[src/rtl/num_stats_pkg.sv]
// Shared types and defaults for the frame statistics block.
package num_stats_pkg;
  typedef enum logic {COLLECT, REPORT} state_t;
  localparam int FRAME_LEN_DEF = 16;
endpackage

[src/rtl/num_stats_if.sv]
// Sample-in / report-out handshake bundle for num_stats.
interface num_stats_if
  import num_stats_pkg::*;
#(
  parameter int FRAME_LEN = FRAME_LEN_DEF
) ();
  localparam int CW = $clog2(FRAME_LEN + 1);

  logic          in_valid;
  logic          in_ready;
  logic [3:0]    a;
  logic          p;
  logic          d;
  logic          flush;
  logic          out_valid;
  logic          out_ready;
  logic [CW-1:0] prime_cnt;
  logic [CW-1:0] div_cnt;
  logic [CW-1:0] both_cnt;
  logic [CW-1:0] sample_cnt;
  logic [3:0]    max_val;

  modport master (
    output in_valid, a, p, d, flush, out_ready,
    input  in_ready, out_valid, prime_cnt,
    input  div_cnt, both_cnt, sample_cnt, max_val
  );

  modport slave (
    input  in_valid, a, p, d, flush, out_ready,
    output in_ready, out_valid, prime_cnt,
    output div_cnt, both_cnt, sample_cnt, max_val
  );
endinterface

[src/rtl/num_stats.sv]
// Per-frame counts of prime / div-by-3 samples plus max value,
// reported over a valid/ready handshake.
module num_stats
  import num_stats_pkg::*;
#(
  parameter int FRAME_LEN = FRAME_LEN_DEF
) (
  input  logic       clk,
  input  logic       reset,
  num_stats_if.slave bus
);
  localparam int CW = $clog2(FRAME_LEN + 1);

  state_t        state;
  logic [CW-1:0] n_smp, n_pr, n_dv, n_bt;
  logic [3:0]    mx;

  logic          acc;
  logic          done;
  logic [CW-1:0] smp_nx, pr_nx, dv_nx, bt_nx;
  logic [3:0]    mx_nx;

  always_comb begin
    acc    = bus.in_valid && (state == COLLECT);
    smp_nx = n_smp;
    pr_nx  = n_pr;
    dv_nx  = n_dv;
    bt_nx  = n_bt;
    mx_nx  = mx;
    if (acc) begin
      smp_nx = n_smp + CW'(1);
      pr_nx  = n_pr + CW'(bus.p);
      dv_nx  = n_dv + CW'(bus.d);
      bt_nx  = n_bt + CW'(bus.p & bus.d);
      mx_nx  = (bus.a > mx) ? bus.a : mx;
    end
    // a flush with an empty frame (even after this cycle) is ignored
    done = (state == COLLECT) &&
           ((acc && smp_nx == CW'(FRAME_LEN)) ||
            (bus.flush && smp_nx != '0));
  end

  always_ff @(posedge clk) begin
    if (reset) begin
      state          <= COLLECT;
      bus.in_ready   <= 1'b1;
      bus.out_valid  <= 1'b0;
      n_smp          <= '0;
      n_pr           <= '0;
      n_dv           <= '0;
      n_bt           <= '0;
      mx             <= '0;
      bus.sample_cnt <= '0;
      bus.prime_cnt  <= '0;
      bus.div_cnt    <= '0;
      bus.both_cnt   <= '0;
      bus.max_val    <= '0;
    end else begin
      unique case (state)
        COLLECT: begin
          n_smp <= smp_nx;
          n_pr  <= pr_nx;
          n_dv  <= dv_nx;
          n_bt  <= bt_nx;
          mx    <= mx_nx;
          if (done) begin
            bus.sample_cnt <= smp_nx;
            bus.prime_cnt  <= pr_nx;
            bus.div_cnt    <= dv_nx;
            bus.both_cnt   <= bt_nx;
            bus.max_val    <= mx_nx;
            bus.in_ready   <= 1'b0;
            bus.out_valid  <= 1'b1;
            state          <= REPORT;
          end
        end
        REPORT: begin
          if (bus.out_ready) begin
            n_smp         <= '0;
            n_pr          <= '0;
            n_dv          <= '0;
            n_bt          <= '0;
            mx            <= '0;
            bus.in_ready  <= 1'b1;
            bus.out_valid <= 1'b0;
            state         <= COLLECT;
          end
        end
      endcase
    end
  end
endmodule

[src/flat_wrapper.sv]
// flat-port wrapper written by rule: the top's interface ports become plain ports
module num_stats_flat import num_stats_pkg::*;
#(
  parameter int FRAME_LEN = FRAME_LEN_DEF
)
  (clk, reset, bus_in_valid, bus_a, bus_p, bus_d, bus_flush, bus_out_ready, bus_in_ready, bus_out_valid, bus_prime_cnt, bus_div_cnt, bus_both_cnt, bus_sample_cnt, bus_max_val);
  num_stats_if #(.FRAME_LEN(FRAME_LEN)) bus_i ();
  input  logic clk;
  input  logic reset;
  input wire logic [$bits(bus_i.in_valid)-1:0] bus_in_valid;
  input wire logic [$bits(bus_i.a)-1:0] bus_a;
  input wire logic [$bits(bus_i.p)-1:0] bus_p;
  input wire logic [$bits(bus_i.d)-1:0] bus_d;
  input wire logic [$bits(bus_i.flush)-1:0] bus_flush;
  input wire logic [$bits(bus_i.out_ready)-1:0] bus_out_ready;
  output wire logic [$bits(bus_i.in_ready)-1:0] bus_in_ready;
  output wire logic [$bits(bus_i.out_valid)-1:0] bus_out_valid;
  output wire logic [$bits(bus_i.prime_cnt)-1:0] bus_prime_cnt;
  output wire logic [$bits(bus_i.div_cnt)-1:0] bus_div_cnt;
  output wire logic [$bits(bus_i.both_cnt)-1:0] bus_both_cnt;
  output wire logic [$bits(bus_i.sample_cnt)-1:0] bus_sample_cnt;
  output wire logic [$bits(bus_i.max_val)-1:0] bus_max_val;
  assign bus_i.in_valid = bus_in_valid;
  assign bus_i.a = bus_a;
  assign bus_i.p = bus_p;
  assign bus_i.d = bus_d;
  assign bus_i.flush = bus_flush;
  assign bus_i.out_ready = bus_out_ready;
  assign bus_in_ready = bus_i.in_ready;
  assign bus_out_valid = bus_i.out_valid;
  assign bus_prime_cnt = bus_i.prime_cnt;
  assign bus_div_cnt = bus_i.div_cnt;
  assign bus_both_cnt = bus_i.both_cnt;
  assign bus_sample_cnt = bus_i.sample_cnt;
  assign bus_max_val = bus_i.max_val;
  num_stats #(.FRAME_LEN(FRAME_LEN)) u_core (.clk(clk), .reset(reset), .bus(bus_i));
endmodule
[config.mk]
export PLATFORM = sky130hd
export DESIGN_NAME = num_stats_flat
export DESIGN_NICKNAME = d
export VERILOG_FILES = /design/src/rtl/num_stats_pkg.sv /design/src/rtl/num_stats_if.sv /design/src/rtl/num_stats.sv /design/src/flat_wrapper.sv
export SDC_FILE = /design/constraint.sdc
export NUM_CORES = 1
export LEC_CHECK = 0
export BUFFER_PORTS_ARGS = -buffer_cell sky130_fd_sc_hd__buf_2
export CAP_MARGIN = 10
export CORE_ASPECT_RATIO = 1.2
export CORE_MARGIN = 2
export CORE_UTILIZATION = 57
export CTS_CLUSTER_DIAMETER = 150
export DETAILED_ROUTE_END_ITERATION = 16
export PLACE_DENSITY = 0.81
export SLEW_MARGIN = 20
export SYNTH_ARGS = -nofsm -noshare
export SYNTH_HDL_FRONTEND = slang
export SYNTH_SLANG_ARGS = --single-unit
[constraint.sdc]
create_clock -name clk -period 2.76 [get_ports clk]
set_input_delay 0.552 -clock clk [delete_from_list [all_inputs] [get_ports clk]]
set_output_delay 0.552 -clock clk [all_outputs]
set_load 0.01 [all_outputs]
==> qor.txt <==
Nets: 360
Clk_skew: 0.005083 ns
Routability Congestion: 0.7594
Period minus WS final: 2.351 ns
Placed Area: 2953 um2
CP Class: flop to flop
CTS root buffer: clkbuf_8
Resized cells post-CTS: 0
P_sw: 0.4342 mW
Clock slew at reported path FFs: 0.09 ns
Outcome: completed
Post-DP HPWL: 3812 um
Synthesized area per cell: 8.872 um2
Final Hold Viols: 0
Post-route setup slack: 0.4092 ns
Hold wc startpoint: u_core.bus.max_val[1]
WL final: 5368 um
Number of antenna-violating nets in the routed design: 0
Distinct cells, synth: 37
CTS H-tree lvls: 2
CTS Buffer Depth: 2
Flop pwr share: 52.5%
Commonest cells after routing, fill and taps aside: dfxtp_1, nand2_1, buf_2, nor2_1
Fillers: 396
Syn nets: 331
Clock power frac: 27.1%
Critical path data arrival time: 2.54 ns
RSZ-0062 raised after global routing: false
Critical Path RT: 2.95 ns
CTS Sinks: 51
Residual DRC: 0
Global-route wire length before repair: 8914 um
Slew @ Worst Pin: 0.5253 ns
Final setup vio count: 0
Die height: 79.97 um
P per Cell Area: 495.9 nW/um2
CP max-delay cell: dfxtp_1
Ys flop type: dfxtp_1
Ant. Diodes: 0
Core Rows: 27
Multi-input gate area: 1608 um2
Most area-consuming cells after synthesis: dfxtp_1, mux2i_1, o22a_1, nand2_1, mux2_4
Clk Latency, worst-skew pair: 0.30 ns
Initial antenna violation count: 0
Cts bufs inserted: 5
Reg area: 1021 um2
PortBufs: 36
Crit. Startpoint: u_core.n_smp[0]
Number of enable flip-flop cells after synthesis: 0
Tot Pwr: 1.505 mW
First-pass DRT Iterations: 4
Die ar.: 5382 um2
Vias in the first global route: 2104
Largest net degree at the start of global routing: 40
Post-synth ARST share: 0%
Fin area: 3034 um2
Starting Density: 59.67%
Worst Hold Class: flop to flop
Final Max Tran Viols: 0
VDD IR max: 0.2922 mV
Mapped Cells: 309
Wirelength per Cell: 13.52 um
Slowest stage delay, CP: 0.45 ns
Post-synthesis sequential area ratio: 37.24%
Net Sw Frac: 28.86%
Comb power frac: 20.4%
Maxcap violations: 0
DR vias: 2223
Cell chain of the critical path: ha_1, nor3b_1, a41oi_2, a211o_1, buf_4, mux2_4
Critical Path End Type: flop
Dominant cell type by area after synthesis: dfxtp_1
Die W: 67.31 um
Hold buffer count at CTS: 0
Max Freq: 0.4254 GHz
Gr usage total: 21.35%
Vias per inst: 5.599
CTS tree: done
Share of layout cells above drive strength 1: 20.94%
Post-route setup TNS: 0 ns
R2R Path Start: u_core.n_smp[0]
Synth warn: 0
Max_slew headroom: 64.82%
Core ar.: 4594 um2
Synth Cell Area: 2741 um2
Setup bufs post-CTS: 0
Boundary pin count: 37
Number of DRC markers in iteration 0: 70
Gr ovfl total: 0
Startpoint Class: flop
Synth Register Bits: 51
Place WS: 0.2688 ns
Layout area overhead: 10.68%
Yosys top cell area share: 37.24%
Crit Path Max Fanout: 13
Int Pwr: 1.071 mW
Fin crit share: 85.18%
Commonest non-fill, non-tap cell in the layout: dfxtp_1
Leakage: 1.319 nW
synthesized netlist by cell type, drive strengths merged (2+ instances only):
library cell,number
mux2,16
ha,11
mux2i,17
nand3b,2
inv,7
o21ai,2
o31ai,5
nor2,35
dfxtp,51
clkbuf,14
o22a,18
xor2,10
nor2b,18
buf,6
nor4,6
a211oi,2
nand4,8
and2,3
nand3,7
nand2,41
xnor2,2
nor3,2
a21oi,11
nand2b,3
a31o,4
power groups by stage:
| stage | combinational [mW] | sequential (mW) | clock [mW] |
|---|---|---|---|
| final | 0.307 | 0.790 | 0.408 |
| after CTS | 0.308 | 0.790 | 0.424 |
| after global placement | 0.299 | 0.806 | 0 |
| after global routing | 0.338 | 0.795 | 0.452 |
| after floorplan | 0.230 | 0.809 | 0 |
| after detailed placement | 0.306 | 0.807 | 0 |
cell type report:
cell class / instances / area share (%)
Sequential cell: 51 / 33.65
Multi-Input combinational cell: 231 / 52.99
Clock buffer: 7 / 2.515
Clock inverter: 1 / 0.1649
Tap cell: 58 / 2.392
Timing Repair Buffer: 42 / 7.423
Inverter: 7 / 0.8660
worst max-delay path: cells and delay by family, from the launching register on:
family / cells / cell delay, ns
buffers and inverters: 1 / 0.22
DFF: 1 / 0.45
adders and majority gates: 1 / 0.29
AOI/OAI and AO/OA: 2 / 0.60
muxes: 1 / 0.32
and+or+nand+nor: 1 / 0.36
logic make-up (layout without fill, tap and decap cells):
logic type,Yosys count,in the layout,synth area share (%)
xor gates and xnor gates,12,12,3.834
buffers and inverters,27,57,4.108
AOI/OAI and AO/OA,48,48,13.69
and+or+nand+nor,127,127,21.95
muxes,33,33,14.15
DFF,51,51,37.24
adders and majority gates,11,11,5.020
path summary, 6_finish.rpt:
| check | end | slack [ns] | depth (start not counted) |
|---|---|---|---|
| setup reg to reg | u_core.bus.div_cnt[1] | 0.41 | 6 |
| hold reg to reg | u_core.bus.max_val[1] | 0.46 | 2 |
| setup / recovery | u_core.bus.div_cnt[1] | 0.41 | 6 |
| hold / removal | u_core.bus.max_val[1] | 0.46 | 2 |
per-layer routing:
layer | up-vias | wire length [um] | track usage, %
met5 | - | 0 | 0
li1 | 1142 | - | -
met1 | 1044 | 2488 | 24.23
met4 | 0 | 36 | 6.122
met3 | 6 | 153 | 4.231
met2 | 31 | 2689 | 39.41
sequential cells by signal, summed over array words and instances (netlist names):
register,count
u_core.bus.both_cnt,5
u_core.bus.div_cnt,5
u_core.bus.prime_cnt,5
u_core.bus.sample_cnt,5
u_core.n_bt,5
u_core.n_dv,5
u_core.n_pr,5
u_core.n_smp,5
u_core.bus.max_val,4
u_core.mx,4
u_core.bus.in_ready,1
u_core.bus.out_valid,1
u_core.state,1
through the flow:
| step | cells | util [%] | hold slack, ns |
|---|---|---|---|
| 2_1_floorplan | 309 | - | 0.4479 |
| 3_3_place_gp | 389 | 64.27 | 0.4424 |
| 3_5_place_dp | 389 | 64.27 | 0.4520 |
| 4_1_cts | 397 | 66.04 | 0.4637 |
| 5_1_grt | 397 | 66.04 | 0.4969 |
| 6_report | 397 | 66.04 | 0.4587 |
No activity file was read; power rests on OpenSTA's default activity.
